**src/rtl/axis_uart_bridge_pkg.sv**
```systemverilog
// axis_uart_bridge_pkg: types, line levels and timing helper shared by the tx and rx sides.
// Optional feature macro: AXIS_UART_BRIDGE_TX_PARITY_EN (adds the PARITY state).
package axis_uart_bridge_pkg;

    typedef enum logic [2:0] {
        IDLE,
        START,
        DATA,
`ifdef AXIS_UART_BRIDGE_TX_PARITY_EN
        PARITY,
`endif
        STOP
    } tx_state_t;

    localparam logic UART_IDLE_LEVEL = 1'b1;
    localparam logic START_LEVEL     = 1'b0;

    function automatic int bit_period(input int freq_hz, input int uart_speed);
        return freq_hz / uart_speed;
    endfunction

endpackage

```
**src/rtl/axis_uart_baud_gen.sv**
```systemverilog
// axis_uart_baud_gen: one-cycle tick every BIT_PERIOD clocks, restartable.
// Ports:
//   clk       - clock, rising edge
//   reset     - asynchronous active-high reset
//   i_restart - synchronous restart; holds the count at 0 and masks the tick
//   o_tick    - high on the last cycle of each bit period
module axis_uart_baud_gen #(
    parameter int BIT_PERIOD = 868
)(
    input  logic clk,
    input  logic reset,
    input  logic i_restart,
    output logic o_tick
);

    if (BIT_PERIOD < 2 || BIT_PERIOD > 65535) begin : g_bad_period
        $error("BIT_PERIOD must lie in 2..65535");
    end

    logic [15:0] r_cnt;

    assign o_tick = !i_restart && (r_cnt == 16'(BIT_PERIOD - 1));

    always_ff @(posedge clk or posedge reset) begin
        if (reset)
            r_cnt <= '0;
        else if (i_restart || o_tick)
            r_cnt <= '0;
        else
            r_cnt <= r_cnt + 16'd1;
    end

endmodule

```
**src/rtl/axis_uart_bridge_tx.sv**
```systemverilog
// axis_uart_bridge_tx: serializes one AXI-Stream word, byte 0 first, as back-to-back UART frames.
// Optional feature macro: AXIS_UART_BRIDGE_TX_PARITY_EN (even parity symbol after bit 7).
// Ports:
//   clk           - clock, rising edge
//   reset         - asynchronous active-high reset
//   S_AXIS_TDATA  - word to serialize (N_BYTES*8 bits)
//   S_AXIS_TVALID - word valid
//   S_AXIS_TREADY - high only in IDLE; a word is accepted on TVALID & TREADY
//   UART_TX       - serial line, idle high
//   BUSY          - high from acceptance until the last stop bit completes
module axis_uart_bridge_tx
    import axis_uart_bridge_pkg::*;
#(
    parameter int UART_SPEED = 115200,
    parameter int FREQ_HZ    = 100000000,
    parameter int N_BYTES    = 32,
    parameter int STOP_BITS  = 1,
    localparam int DATA_WIDTH = N_BYTES * 8
)(
    input  logic                  clk,
    input  logic                  reset,
    input  logic [DATA_WIDTH-1:0] S_AXIS_TDATA,
    input  logic                  S_AXIS_TVALID,
    output logic                  S_AXIS_TREADY,
    output logic                  UART_TX,
    output logic                  BUSY
);

    localparam int BIT_PERIOD = bit_period(FREQ_HZ, UART_SPEED);
    localparam int BW         = N_BYTES > 1 ? $clog2(N_BYTES) : 1;

    if (STOP_BITS != 1 && STOP_BITS != 2) begin : g_bad_stop
        $error("STOP_BITS must be 1 or 2");
    end

    tx_state_t             r_state;
    logic [DATA_WIDTH-1:0] r_shift;
    logic [2:0]            r_bit;
    logic [BW-1:0]         r_byte;
    logic                  r_tx;
    logic                  r_ready;
    logic                  r_busy;
    logic                  w_tick;
`ifdef AXIS_UART_BRIDGE_TX_PARITY_EN
    logic                  r_par;
`endif

    assign S_AXIS_TREADY = r_ready;
    assign UART_TX       = r_tx;
    assign BUSY          = r_busy;

    // Holding the counter in IDLE and only leaving other states on a tick means
    // every state is entered with the baud count at 0.
    axis_uart_baud_gen #(
        .BIT_PERIOD(BIT_PERIOD)
    ) u_baud (
        .clk      (clk),
        .reset    (reset),
        .i_restart(r_state == IDLE),
        .o_tick   (w_tick)
    );

    always_ff @(posedge clk or posedge reset) begin
        if (reset) begin
            r_state <= IDLE;
            r_shift <= '0;
            r_bit   <= '0;
            r_byte  <= '0;
            r_tx    <= UART_IDLE_LEVEL;
            r_ready <= 1'b0;
            r_busy  <= 1'b0;
`ifdef AXIS_UART_BRIDGE_TX_PARITY_EN
            r_par   <= 1'b0;
`endif
        end else begin
            case (r_state)
                IDLE: begin
                    r_tx <= UART_IDLE_LEVEL;
                    if (S_AXIS_TVALID && r_ready) begin
                        r_shift <= S_AXIS_TDATA;
                        r_byte  <= '0;
                        r_bit   <= '0;
                        r_state <= START;
                        r_tx    <= START_LEVEL;
                        r_ready <= 1'b0;
                        r_busy  <= 1'b1;
                    end else begin
                        r_ready <= 1'b1;
                    end
                end
                START: if (w_tick) begin
                    r_state <= DATA;
                    r_bit   <= '0;
                    r_tx    <= r_shift[0];
`ifdef AXIS_UART_BRIDGE_TX_PARITY_EN
                    r_par   <= ^r_shift[7:0];
`endif
                end
                // The whole word shifts right one bit per data symbol, so after
                // eight symbols the next byte sits in the low bits.
                DATA: if (w_tick) begin
                    r_shift <= r_shift >> 1;
                    if (r_bit == 3'd7) begin
                        r_bit   <= '0;
`ifdef AXIS_UART_BRIDGE_TX_PARITY_EN
                        r_state <= PARITY;
                        r_tx    <= r_par;
`else
                        r_state <= STOP;
                        r_tx    <= UART_IDLE_LEVEL;
`endif
                    end else begin
                        r_bit <= r_bit + 3'd1;
                        r_tx  <= r_shift[1];
                    end
                end
`ifdef AXIS_UART_BRIDGE_TX_PARITY_EN
                PARITY: if (w_tick) begin
                    r_state <= STOP;
                    r_tx    <= UART_IDLE_LEVEL;
                end
`endif
                // r_bit counts stop symbols here; the line simply stays high.
                STOP: if (w_tick) begin
                    if (r_bit == 3'(STOP_BITS - 1)) begin
                        r_bit <= '0;
                        if (r_byte == BW'(N_BYTES - 1)) begin
                            r_state <= IDLE;
                            r_ready <= 1'b1;
                            r_busy  <= 1'b0;
                        end else begin
                            r_byte  <= r_byte + BW'(1);
                            r_state <= START;
                            r_tx    <= START_LEVEL;
                        end
                    end else begin
                        r_bit <= r_bit + 3'd1;
                    end
                end
                default: r_state <= IDLE;
            endcase
        end
    end

endmodule

```
**config.mk**
```make
export PLATFORM = sky130hd
export DESIGN_NAME = axis_uart_bridge_tx
export DESIGN_NICKNAME = d
export VERILOG_FILES = /design/src/rtl/axis_uart_bridge_pkg.sv /design/src/rtl/axis_uart_baud_gen.sv /design/src/rtl/axis_uart_bridge_tx.sv
export SDC_FILE = /design/constraint.sdc
export NUM_CORES = 1
export LEC_CHECK = 0
export CORE_ASPECT_RATIO = 0.5
export CORE_MARGIN = 4
export CORE_UTILIZATION = 57
export DETAILED_ROUTE_END_ITERATION = 8
export HOLD_SLACK_MARGIN = 0.05
export PLACE_DENSITY_LB_ADDON = 0.3
export SKIP_LAST_GASP = 1
export SYNTH_ARGS = -nofsm -noshare
export SYNTH_HDL_FRONTEND = slang
export SYNTH_SLANG_ARGS = --single-unit
export TNS_END_PERCENT = 1
```
**constraint.sdc**
```tcl
create_clock -name clk -period 27.8 [get_ports clk]
set_input_delay 5.56 -clock clk [delete_from_list [all_inputs] [get_ports clk]]
set_output_delay 5.56 -clock clk [all_outputs]
set_load 0.05 [all_outputs]
```
==> flow_summary.yaml, run 1 <==
die:
  start_util_pct: 59.2
  rows: 39
  chipHeight_um: 118
  die_x_um: 228
  io_pins: 262
  die_area_mm2: 0.0269
  core-area_mm2: 0.0233
timing:
  hold_violations: 0
  rsz0062_at_grt: "no"
  period_share_pct: 30.1
  timing.fmax_mhz: 120
  drv_slew: 0
  slew_headroom_pct: 20.5
  worst_pin_slew_ns: 1.19
  clock-skew-final_ns: 0.0241
  setup_viol: 0
  tns_ns: 0
  min_period_ns: 8.36
critical_path:
  worstSetupStartpointType: "primary input"
  cp_num_buf_inv: 2
  critPathTopFamily: "buffers and inverters"
  cpPeakStageDelay_ns: 0.88
  cp.arrival_ns: 8.82
  cp.depth: 7
  crit_path_end_kind: "register"
  path_common_cell: "nor2_1"
  crit_slowest_cell: "buf_4"
  r2r.worst_path.cells: 8
  crit_fanout: 101
  crit_chain: "clkdlybuf4s50_1, and3_4, nand2_4, o21ai_4, buf_4, nor2_1, nor2_1"
  crit_type: "primary input to register"
  required_ns: 28.26
logic_synthesis:
  synth_compound_area_share_pct: 13.3
  synth_cells: 1691
  synth_simple_gate_area_share_pct: 28.7
  synthDistinctLibCells: 46
  synth_seq_area_share_pct: 51.7
  synth_area_per_cell_um2: 8.16
  synth-edff-count: 0
  synthMuxAreaShare_pct: 0.308
  ys_async_sr_fraction_pct: 100
  ys_ff_latch: 285
  synthAdderAreaFrac_pct: 0.907
  synthXorXnorAreaFrac_pct: 0.825
  synth_top_family_by_area: "simple AND/OR/NAND/NOR gates"
  netlist_area_mm2: 0.0138
  yosysWarnings: 0
  synthesis.nets: 1960
  synthFlopType: "dfrtp_1"
power:
  p_leak_nw: 8.92
  power_density_mw_per_mm2: 48.6
  ir_drop_mv: 0.0371
  power.total_uw: 841
clocking:
  cts_sinks: 285
  htree_levels: 1
  postCtsSetupBuffers: 0
  ctsHoldBuffers: 0
  tritoncts: "done"
  clock_path_buffers: 3
  cts_root_buffer: "clkbuf_16"
  clock_latency_ns: 0.54
  cts_resized: 0
  path_clk_slew_ns: 0.07
  cts_made_buffers: 25
global_routing:
  grt_overflow: 0
  grt_pass1_vias: 12500
  grtUsageTotal_pct: 27.3
  grt_antenna_before_repair: 1
  grt_max_degree: 158
  grt_pass1_wl_um: 62500
detailed_routing:
  drc: 0
  drt-pass1-iter-count: 6
  route.detailed.wl_per_inst_um: 17.3
  wl_um: 37900
  dr_total_vias: 12800
  via_per_inst: 5.87
  dr.first_iter.drc_count: 1422
  ant_nets: 0
layout:
  fin_nets: 2130
  layout_common_cells: "nand2_1, nor2_1, dfrtp_1"
  drive_gt1_share_pct: 3.72
  final_cells: 2187
  final_core_util_pct: 74.2
  area_growth_pct: 25.4
  final_common_cell: "nand2_1"
  final_area_mm2: 0.0173
  num_antenna_cells: 0
hold_path:
  hold_class: "register to register"
  whs_path_depth: 2
place:
  gp_congestion: 0.815
  dp.final_hpwl_um: 23700
  dp_cells: 2141
  post_dp_cell_area_mm2: 0.0164
  port_buffers: 261
run:
  drv_cap: 0
outcome:
  status: "finished clean"
[cells in the mapped netlist (3+ instances only)]
master    count  area (µm²)
o21ai_0      11        55.1
or4_1         3        22.5
a31oi_1     120         751
o22ai_1     138         863
and3_1      123         769
nor3_1        3        15.0
or3_1         5        31.3
nand4_1       5        31.3
a21oi_1       8        40.0
buf_1         5        18.8
buf_4         6        45.0
clkbuf_1     95         357
nand3_1      12        60.1
nand2_1     498        1870
dfrtp_1     284        7110
nor2_1      288        1080
ha_1         10         125
xnor2_1       5        43.8
xor2_1        8        70.1
buf_2        24         120
inv_1        11        41.3
[kinds of logic (layout without fill, tap and decap cells)]
| logic type | Yosys count | after routing |
|---|---|---|
| AOI/OAI and AO/OA | 291 | 291 |
| xor gates and xnor gates | 13 | 13 |
| adders and majority gates | 10 | 10 |
| buffers and inverters | 142 | 331 |
| DFF | 285 | 285 |
| muxes | 4 | 4 |
| and+or+nand+nor | 946 | 946 |
[path summary, 6_finish.rpt]
path / slack [ns] / to / startpoint
max in group asynchronous: 20.65 / r_shift[91] / reset
hold / removal: 0.50 / r_shift[160] / r_shift[160]
setup reg to reg: 22.83 / r_shift[68] / r_state[0]
setup / recovery: 19.44 / r_shift[68] / S_AXIS_TVALID
hold reg to reg: 0.50 / r_shift[160] / r_shift[160]
min in group asynchronous: 5.65 / r_shift[186] / reset
[tightest hold or removal path: cells and delay by family, from the launching register on]
| family | cells | cell delay, ns |
|---|---|---|
| flops | 1 | 0.34 |
| simple gates | 2 | 0.12 |
[where the power goes]
part | internal [mW] | leakage (nW) | switching (mW)
clock | 0.222 | 0.435 | 0.157
sequential | 0.414 | 3.30 | 0
combinational | 0.0320 | 5.19 | 0.0157
total | 0.669 | 8.92 | 0.172
[metal layers]
| layer | GRT usage (%) | up-vias | wire length [µm] |
|---|---|---|---|
| met4 | 7.07 | 2 | 936 |
| met5 | 0 | - | 13 |
| met3 | 4.26 | 72 | 2110 |
| met2 | 45.4 | 488 | 18500 |
| met1 | 37.7 | 6192 | 16300 |
| li1 | - | 6083 | - |
[sequential cells by signal, summed over array words and instances (netlist names)]
register / flops
r_shift: 256
r_state: 2
S_AXIS_TREADY: 1
r_bit: 3
BUSY: 1
u_baud.r_cnt: 16
r_byte: 5
UART_TX: 1
[per-stage QoR]
| step | hold slack (ns) | setup slack [ns] |
|---|---|---|
| 4_1_cts | 0.502 | 19.48 |
| 3_3_place_gp | 0.474 | 19.09 |
| 6_report | 0.500 | 19.44 |
| 3_5_place_dp | 0.487 | 18.96 |
| 2_1_floorplan | 0.455 | 14.38 |
| 5_1_grt | 0.510 | 19.18 |
[layout make-up]
| cell class | instances | area, µm² |
|---|---|---|
| fill | 1661 | 6020 |
| tap | 307 | 384 |
| inverter | 12 | 53.8 |
| clock buffer | 38 | 744 |
| sequential | 285 | 7130 |
| timing repair buffer | 273 | 2700 |
| multi-input combinational | 1264 | 6140 |
| clock inverter | 8 | 146 |
Note: power is estimated with default switching activity, not from simulation.
==> run 2, diff against run 1 <==
Settings changed: CORE_UTILIZATION 57 to 48.
Clock period 27.8 ns to 7.4 ns, I/O delays scaled along.
==> flow_summary.yaml, run 2 (synthesis results as in run 1) <==
run:
  drv_cap: 0
critical_path:
  r2r_end: "r_shift[128]"
  reg2reg_slack_ns: 3.34
  r2r.worst_path.cells: 8
  r2r-start: "r_state[0]"
  cp.arrival_ns: 4.98
  required_ns: 7.86
  crit_type: "primary input to register"
  crit_fanout: 101
  crit_path_end_kind: "register"
  worstSetupStartpointType: "primary input"
layout:
  n_fill_cell: 2442
  num_antenna_cells: 0
  final_common_cell: "nand2_1"
  largestRegisters: "r_shift: 256 flops, u_baud.r_cnt: 16 flops, r_byte: 5 flops"
  area_growth_pct: 26.3
  fin_nets: 2133
  largest_register_ffs: 256
  final_core_util_pct: 62.3
  multi_input_area_mm2: 0.00614
  register_area_mm2: 0.00713
  drive_gt1_share_pct: 3.98
  regMostFlops: "r_shift"
  layout_common_cells: "nand2_1, nor2_1, dfrtp_1"
clocking:
  cts_root_buffer: "clkbuf_16"
  cts_made_buffers: 26
  htree_levels: 1
  clock_latency_ns: 0.54
  path_clk_slew_ns: 0.07
  cts_sinks: 285
  clock_path_buffers: 3
  postCtsSetupBuffers: 0
  ctsHoldBuffers: 0
  cts_resized: 0
  tritoncts: "done"
timing:
  period_share_pct: 61.0
  hold_violations: 0
  fin_hold_ws_ns: 0.495
  drv_slew: 0
  tns_ns: 0
  setup_viol: 0
  min_period_ns: 4.51
  timing.fmax_mhz: 221
  slew_headroom_pct: 32.8
  clock-skew-final_ns: 0.0128
  worst_pin_slew_ns: 1.01
  rsz0062_at_grt: "no"
detailed_routing:
  drc: 0
  via_per_inst: 5.49
  ant_nets: 0
  dr.first_iter.drc_count: 1001
  dr_total_vias: 12400
  route.detailed.wl_per_inst_um: 16.1
  drt-pass1-iter-count: 5
  wl_um: 36400
global_routing:
  grt_pass1_vias: 11700
  grt_pass1_wl_um: 58900
  grtUsageTotal_pct: 22.2
  grt_antenna_before_repair: 0
  grt_max_degree: 148
  grt_overflow: 0
die:
  die_x_um: 248
  die_area_mm2: 0.0317
  rows: 43
  core-area_mm2: 0.0280
  io_pins: 262
  start_util_pct: 49.3
  chipHeight_um: 128
power:
  p_leak_nw: 8.94
  ir_drop_mv: 0.178
  power_density_mw_per_mm2: 180
outcome:
  status: "finished clean"
hold_path:
  hold_class: "register to register"
  hp-start: "r_shift[172]"
  hold-path-endpoint: "r_shift[172]"
  whs_path_depth: 2
place:
  gp_congestion: 0.801
  port_buffers: 261
  dp.final_hpwl_um: 22800
==> run 2: layer usage <==
metal	track usage, %	share of wire (%)
met5	0	0
met2	36.5	48
met4	4.54	1.9
met1	32.1	46
met3	2.86	3.9
==> run 2: worst max-delay path by stage <==
stage | from | endpoint | slack (ns)
2_1_floorplan | reset | BUSY | 2.14
3_3_place_gp | S_AXIS_TVALID | r_shift[118] | 2.36
3_5_place_dp | S_AXIS_TVALID | r_shift[106] | 2.34
4_1_cts | S_AXIS_TVALID | r_shift[61] | 2.90
5_1_grt | S_AXIS_TVALID | r_shift[120] | 2.57
6_report | S_AXIS_TVALID | r_shift[128] | 2.89
==> run 2: critical path: stages <==
cell and delay (ns):
clkdlybuf4s50_1 0.56, and3_4 0.66, nand2_4 0.53, o21ai_4 0.52
buf_4 0.90, nor2_1 0.11, nor2_1 0.12
==> run 2: report_power, final <==
part / switching [mW] / internal [mW] / leakage, nW
clock network: 0.598 / 0.807 / 0.440
registers: 0 / 1.56 / 3.30
logic: 0.0569 / 0.121 / 5.20
==> run 2: layout make-up <==
cell class	instances	share of cell area [%]
flip-flops and latches	285	40.9
multi-input cells	1264	35.3
repair buffers	275	15.7
clock buffers	38	4.52
well taps	382	2.74
clock inverters	9	0.560
inverters	12	0.294
==> run 2: per-stage QoR <==
stage / area (µm²) / worst slack, ns / power [mW] / std cells
floorplan: 13800 / 2.14 / 1.61 / 1691
global placement: 16500 / 2.36 / 1.77 / 2218
detailed placement: 16500 / 2.34 / 1.77 / 2218
CTS: 17400 / 2.90 / 3.18 / 2265
global route: 17400 / 2.57 / 3.25 / 2265
finish: 17400 / 2.89 / 3.14 / 2265
==> RTL change 1, RTL diff (settings of run 2) <==
Add a define of `AXIS_UART_BRIDGE_TX_PARITY_EN`.
--- a/src/rtl/axis_uart_bridge_pkg.sv
+++ b/src/rtl/axis_uart_bridge_pkg.sv
@@ -1,4 +1,6 @@
 // axis_uart_bridge_pkg: types, line levels and timing helper shared by the tx and rx sides.
 // Optional feature macro: AXIS_UART_BRIDGE_TX_PARITY_EN (adds the PARITY state).
+`define AXIS_UART_BRIDGE_TX_PARITY_EN
+
 package axis_uart_bridge_pkg;
 
Function: same outputs for any inputs over 10 cycles, from zero or initial values and one cycle with reset high; that may be too few to reach the edited logic, so the function may still have changed.
==> RTL change 1 against run 2 <==
Sequential cell count rose by 2; synthesized area down 12%; sequential share of layout area rose by 4.5 points; power is 0.12% lower; register-to-register slack worse by 30 ps; final area shrank 9.3%; non-clock buffer count down 4; final cell count fell by 17%; worst setup slack improved by 430 ps; wire length is 15% lower; hold slack lost 25 ps; critical path type is now flip-flop to flip-flop; largest power group unchanged.
==> RTL change 1: results <==
export IMPL_status="completed"
export IMPL_ys_types=48
export IMPL_drt_met1_wl_um=13240
export IMPL_globalplace_congestion=0.8043
export IMPL_worstSetupStartpoint="u_baud.r_cnt[0]"
export IMPL_min_period_over_period=0.5524
export IMPL_ir_worst_vdd_mv=0.1418
export IMPL_critical_path_top_delay_family="simple AND/OR/NAND/NOR gates"
export IMPL_power_leakage_nw=7.704
export IMPL_synth_area_leaders="dfrtp_1 (59%), nor2_1 (17%), o22ai_1 (13%)"
export IMPL_dp_slack_ps=3117
export IMPL_dp_cells=1830
export IMPL_place_hpwl_um=20170
export IMPL_wire_per_inst_um=16.46
export IMPL_fin_worst_skew_ps=7.769
export IMPL_n_fill_cell=1991
export IMPL_cp_arrival_ps=4490
export IMPL_setup_reg_to_reg_worst_slack_ps=3310
export IMPL_grt_pass1_vias=10138
export IMPL_antenna_found_initial=2
export IMPL_r2r_end="r_shift[126]"
export IMPL_wl_met2_um=15370
export IMPL_synth_cells=1315
export IMPL_cp_slowest_cell="nand3_4"
export IMPL_hold_end="UART_TX"
export IMPL_cp_max_fo=97
export IMPL_synth_commonest_cells="nor2_1 (538), dfrtp_1 (286), o22ai_1 (255)"
export IMPL_worstMarginPinSlew_ps=1219
export IMPL_drt_iter0_markers=999
export IMPL_wl_met3_um=1409
export IMPL_synth_seq_area_share=0.5916
export IMPL_grt_max_degree=197
export IMPL_grt_pass1_wl_um=50490
export IMPL_rr_worst_depth=7
export IMPL_wirelength_um=30890
export IMPL_critPathMaxStageDelay_ps=870
[RTL change 1: cell count changes in the layout (fill, tap and decap cells not counted), moves of 4 or more]
cell / before / now
nor3_1: 3 / 9
and3_1: 122 / 7
nand2_1: 496 / 19
or3_1: 5 / 1
o22ai_1: 138 / 255
buf_4: 13 / 8
nor2_1: 288 / 538
xnor2_1: 5 / 13
a31oi_1: 120 / 1
[RTL change 1: per-layer routing]
layer / vias to the layer above / global-route usage
li1: 4954 / -
met1: 5014 / 0.2936
met2: 254 / 0.3639
met3: 63 / 0.03719
met4: 0 / 0.05779
met5: - / 0
[RTL change 1: worst register-to-register path, delay by kind of cell, from the launching register on]
kind                     cells  cell delay (ps)
buffers and inverters        1              860
adder cells (fa/ha/maj)      1              220
flip-flops                   1              400
AND/OR/NAND/NOR              4             2130
AO/OA/AOI/OAI                1              350
[RTL change 1: cells by family (layout without fill, tap and decap cells)]
family / count (synthesis) / after routing / synth area share
flops: 287 / 287 / 0.5916
simple gates: 608 / 608 / 0.1982
fa+ha+maj: 6 / 6 / 0.006183
compound gates: 285 / 285 / 0.1476
buf+inv: 101 / 325 / 0.03576
xor+xnor: 24 / 24 / 0.01731
other cells: 0 / 2 / 0
mux: 4 / 4 / 0.003401
[RTL change 1: power by group]
part	internal [W]	switching, W	leakage, nW
clock	0.000812	0.000579	0.441
sequential	0.00157	0	3.96
combinational	0.000120	0.0000553	3.30
[RTL change 1: area by class of cell]
cell class	count	area share
clock buffer	37	0.05023
multi-input combinational	927	0.2880
clock inverter	8	0.005862
inverter	9	0.002377
tap	336	0.02662
sequential	287	0.4548
antenna	2	0.0003169
timing repair buffer	271	0.1717
==> RTL change 2, RTL diff (settings of run 2) <==
Made on the original files. Encoding of `tx_state_t`: now one-hot (4 bits for 4 states).
--- a/src/rtl/axis_uart_bridge_pkg.sv
+++ b/src/rtl/axis_uart_bridge_pkg.sv
@@ -3,12 +3,12 @@
 package axis_uart_bridge_pkg;
 
-    typedef enum logic [2:0] {
-        IDLE,
-        START,
-        DATA,
+    typedef enum logic [3:0] {
+        IDLE  = 4'b0001,
+        START = 4'b0010,
+        DATA  = 4'b0100,
 `ifdef AXIS_UART_BRIDGE_TX_PARITY_EN
         PARITY,
 `endif
-        STOP
+        STOP  = 4'b1000
     } tx_state_t;
 
Check against the original RTL: no difference found for any inputs over 10 cycles, from zero or initial values and one cycle with reset high; not proved beyond that.
==> RTL change 2 against run 2 <==
Final area down 2.5%; wire length down 17%; final cell count down 17%; sequential cell count up 2; worst setup slack better by 660 ps; largest cell class unchanged; critical endpoint is now r_shift[85]; synthesized cell count down 24%; synthesized area down 2.5%.
Power is not compared: it rests on default switching activity, and its combinational part moved more than twofold at a synthesized area within 25%.
==> RTL change 2: results <==
export IMPL_status="completed"
export IMPL_rr_worst_depth=6
export IMPL_dp_cells=1843
export IMPL_antenna_found_initial=4
export IMPL_grt_pass1_vias=10054
export IMPL_drt_iter0_markers=707
export IMPL_p_clk_frac=0.253
export IMPL_grt_util_met1=0.2369
export IMPL_synth_commonest_cells="dfrtp_1 (285), nand2_1 (274), mux2i_1 (258)"
export IMPL_synth_xor_area_share=0.009119
export IMPL_critical_path_top_delay_family="buffers and inverters"
export IMPL_grt_max_degree=201
export IMPL_critPathMaxStageDelay_ps=880
export IMPL_drive_gt1_frac=0.03966
export IMPL_worstSetupStartpoint="S_AXIS_TVALID"
export IMPL_r2r_end="r_shift[217]"
export IMPL_synth_warnings=0
export IMPL_avgSynthCellArea_sq_um=10.44
export IMPL_clk_pin_slew_worst_paths_ps=60
export IMPL_synth_nets=1553
export IMPL_root_buffer="clkbuf_16"
export IMPL_grt_pass1_wl_um=49380
export IMPL_power_leakage_nw=8.071
export IMPL_holdPathStages=2
export IMPL_largestRegisters="r_shift x256, u_baud.r_cnt x16, r_byte x5"
export IMPL_globalplace_congestion=0.8252
export IMPL_hold_end="r_shift[120]"
export IMPL_synth_area_leaders="dfrtp_1 (53%), mux2i_1 (19%), nand2_1 (7.6%)"
export IMPL_grt_util_met2=0.3442
export IMPL_maxSlewHeadroom=0.2819
export IMPL_setup_reg_to_reg_worst_slack_ps=3980
export IMPL_place_hpwl_um=20700
export IMPL_cp_arrival_ps=4300
export IMPL_hp_class="flip-flop to flip-flop"
export IMPL_ys_types=48
export IMPL_cp_slowest_cell="buf_4"
export IMPL_pg_seq_w=0.00264
export IMPL_synth_compound_area_share=0.1097
export IMPL_grtUsageMet3=0.03669
export IMPL_r2r_start="r_state[2]"
export IMPL_post_cts_resize_count=0
export IMPL_grt_use_total=0.1916
export IMPL_clockBufferDepth=3
export IMPL_wire_per_inst_um=15.97
export IMPL_fin_worst_skew_ps=10.37
export IMPL_cp_max_fo=200
export IMPL_via_per_inst=5.142
export IMPL_synth_seq_area_share=0.5343
export IMPL_synth_fa_ha_area_frac=0.005583
export IMPL_numCtsBuffers=27
export IMPL_port_buffers=261
export IMPL_cts_setup_buffers=0
export IMPL_hp_start="r_shift[120]"
export IMPL_vias=9724
export IMPL_muxShareOfSynthArea=0.1937
export IMPL_clkLatencyLatePin_ps=530
export IMPL_async_reset_ff_frac=1.000
export IMPL_n_fill_cell=2201
-- RTL change 2: cell types whose count changed after synthesis, moves of 25 or more --
| cell | delta |
|---|---|
| a31oi_1 | -118 |
| and3_1 | -119 |
| buf_6 | +25 |
| clkbuf_1 | -52 |
| mux2i_1 | +256 |
| nand2_1 | -224 |
| nor2_1 | -259 |
| o21ai_0 | +54 |
| o21ai_1 | +199 |
| o22ai_1 | -137 |
-- RTL change 2: through the flow --
step,cell area (sq um),power [W],hold slack (ps),setup WS (ps),util
6_report,16980,0.005554,481.7,3546,0.6287
5_1_grt,16980,0.005961,501.4,3306,0.6287
4_1_cts,16970,0.005613,485.6,3565,0.6283
3_5_place_dp,16100,0.004182,470.9,2999,0.5960
3_3_place_gp,16100,0.004049,461.9,3108,0.5960
2_1_floorplan,13450,0.003790,449.6,2116,-
-- RTL change 2: area by class of cell --
type / instances / share of cell area
antenna: 4 / 0.0005894
clock buffer: 38 / 0.04517
clock inverter: 6 / 0.006189
inverter: 5 / 0.001326
multi-input combinational: 906 / 0.3356
sequential: 287 / 0.4231
tap: 374 / 0.02756
timing repair buffer: 271 / 0.1605
-- RTL change 2: worst max-delay path by stage --
stage	end	slack (ps)	cells past startpoint
5_1_grt	r_shift[68]	3310	8
6_report	r_shift[85]	3550	8
2_1_floorplan	BUSY	2120	1
3_3_place_gp	r_shift[71]	3110	7
4_1_cts	r_shift[85]	3560	8
3_5_place_dp	r_shift[85]	3000	8
-- RTL change 2: per-layer routing --
| metal | vias up | part of all wire |
|---|---|---|
| met1 | 4631 | 0.42 |
| met3 | 53 | 0.039 |
| met4 | 0 | 0.027 |
| met5 | - | 0 |
| li1 | 4870 | - |
| met2 | 170 | 0.52 |
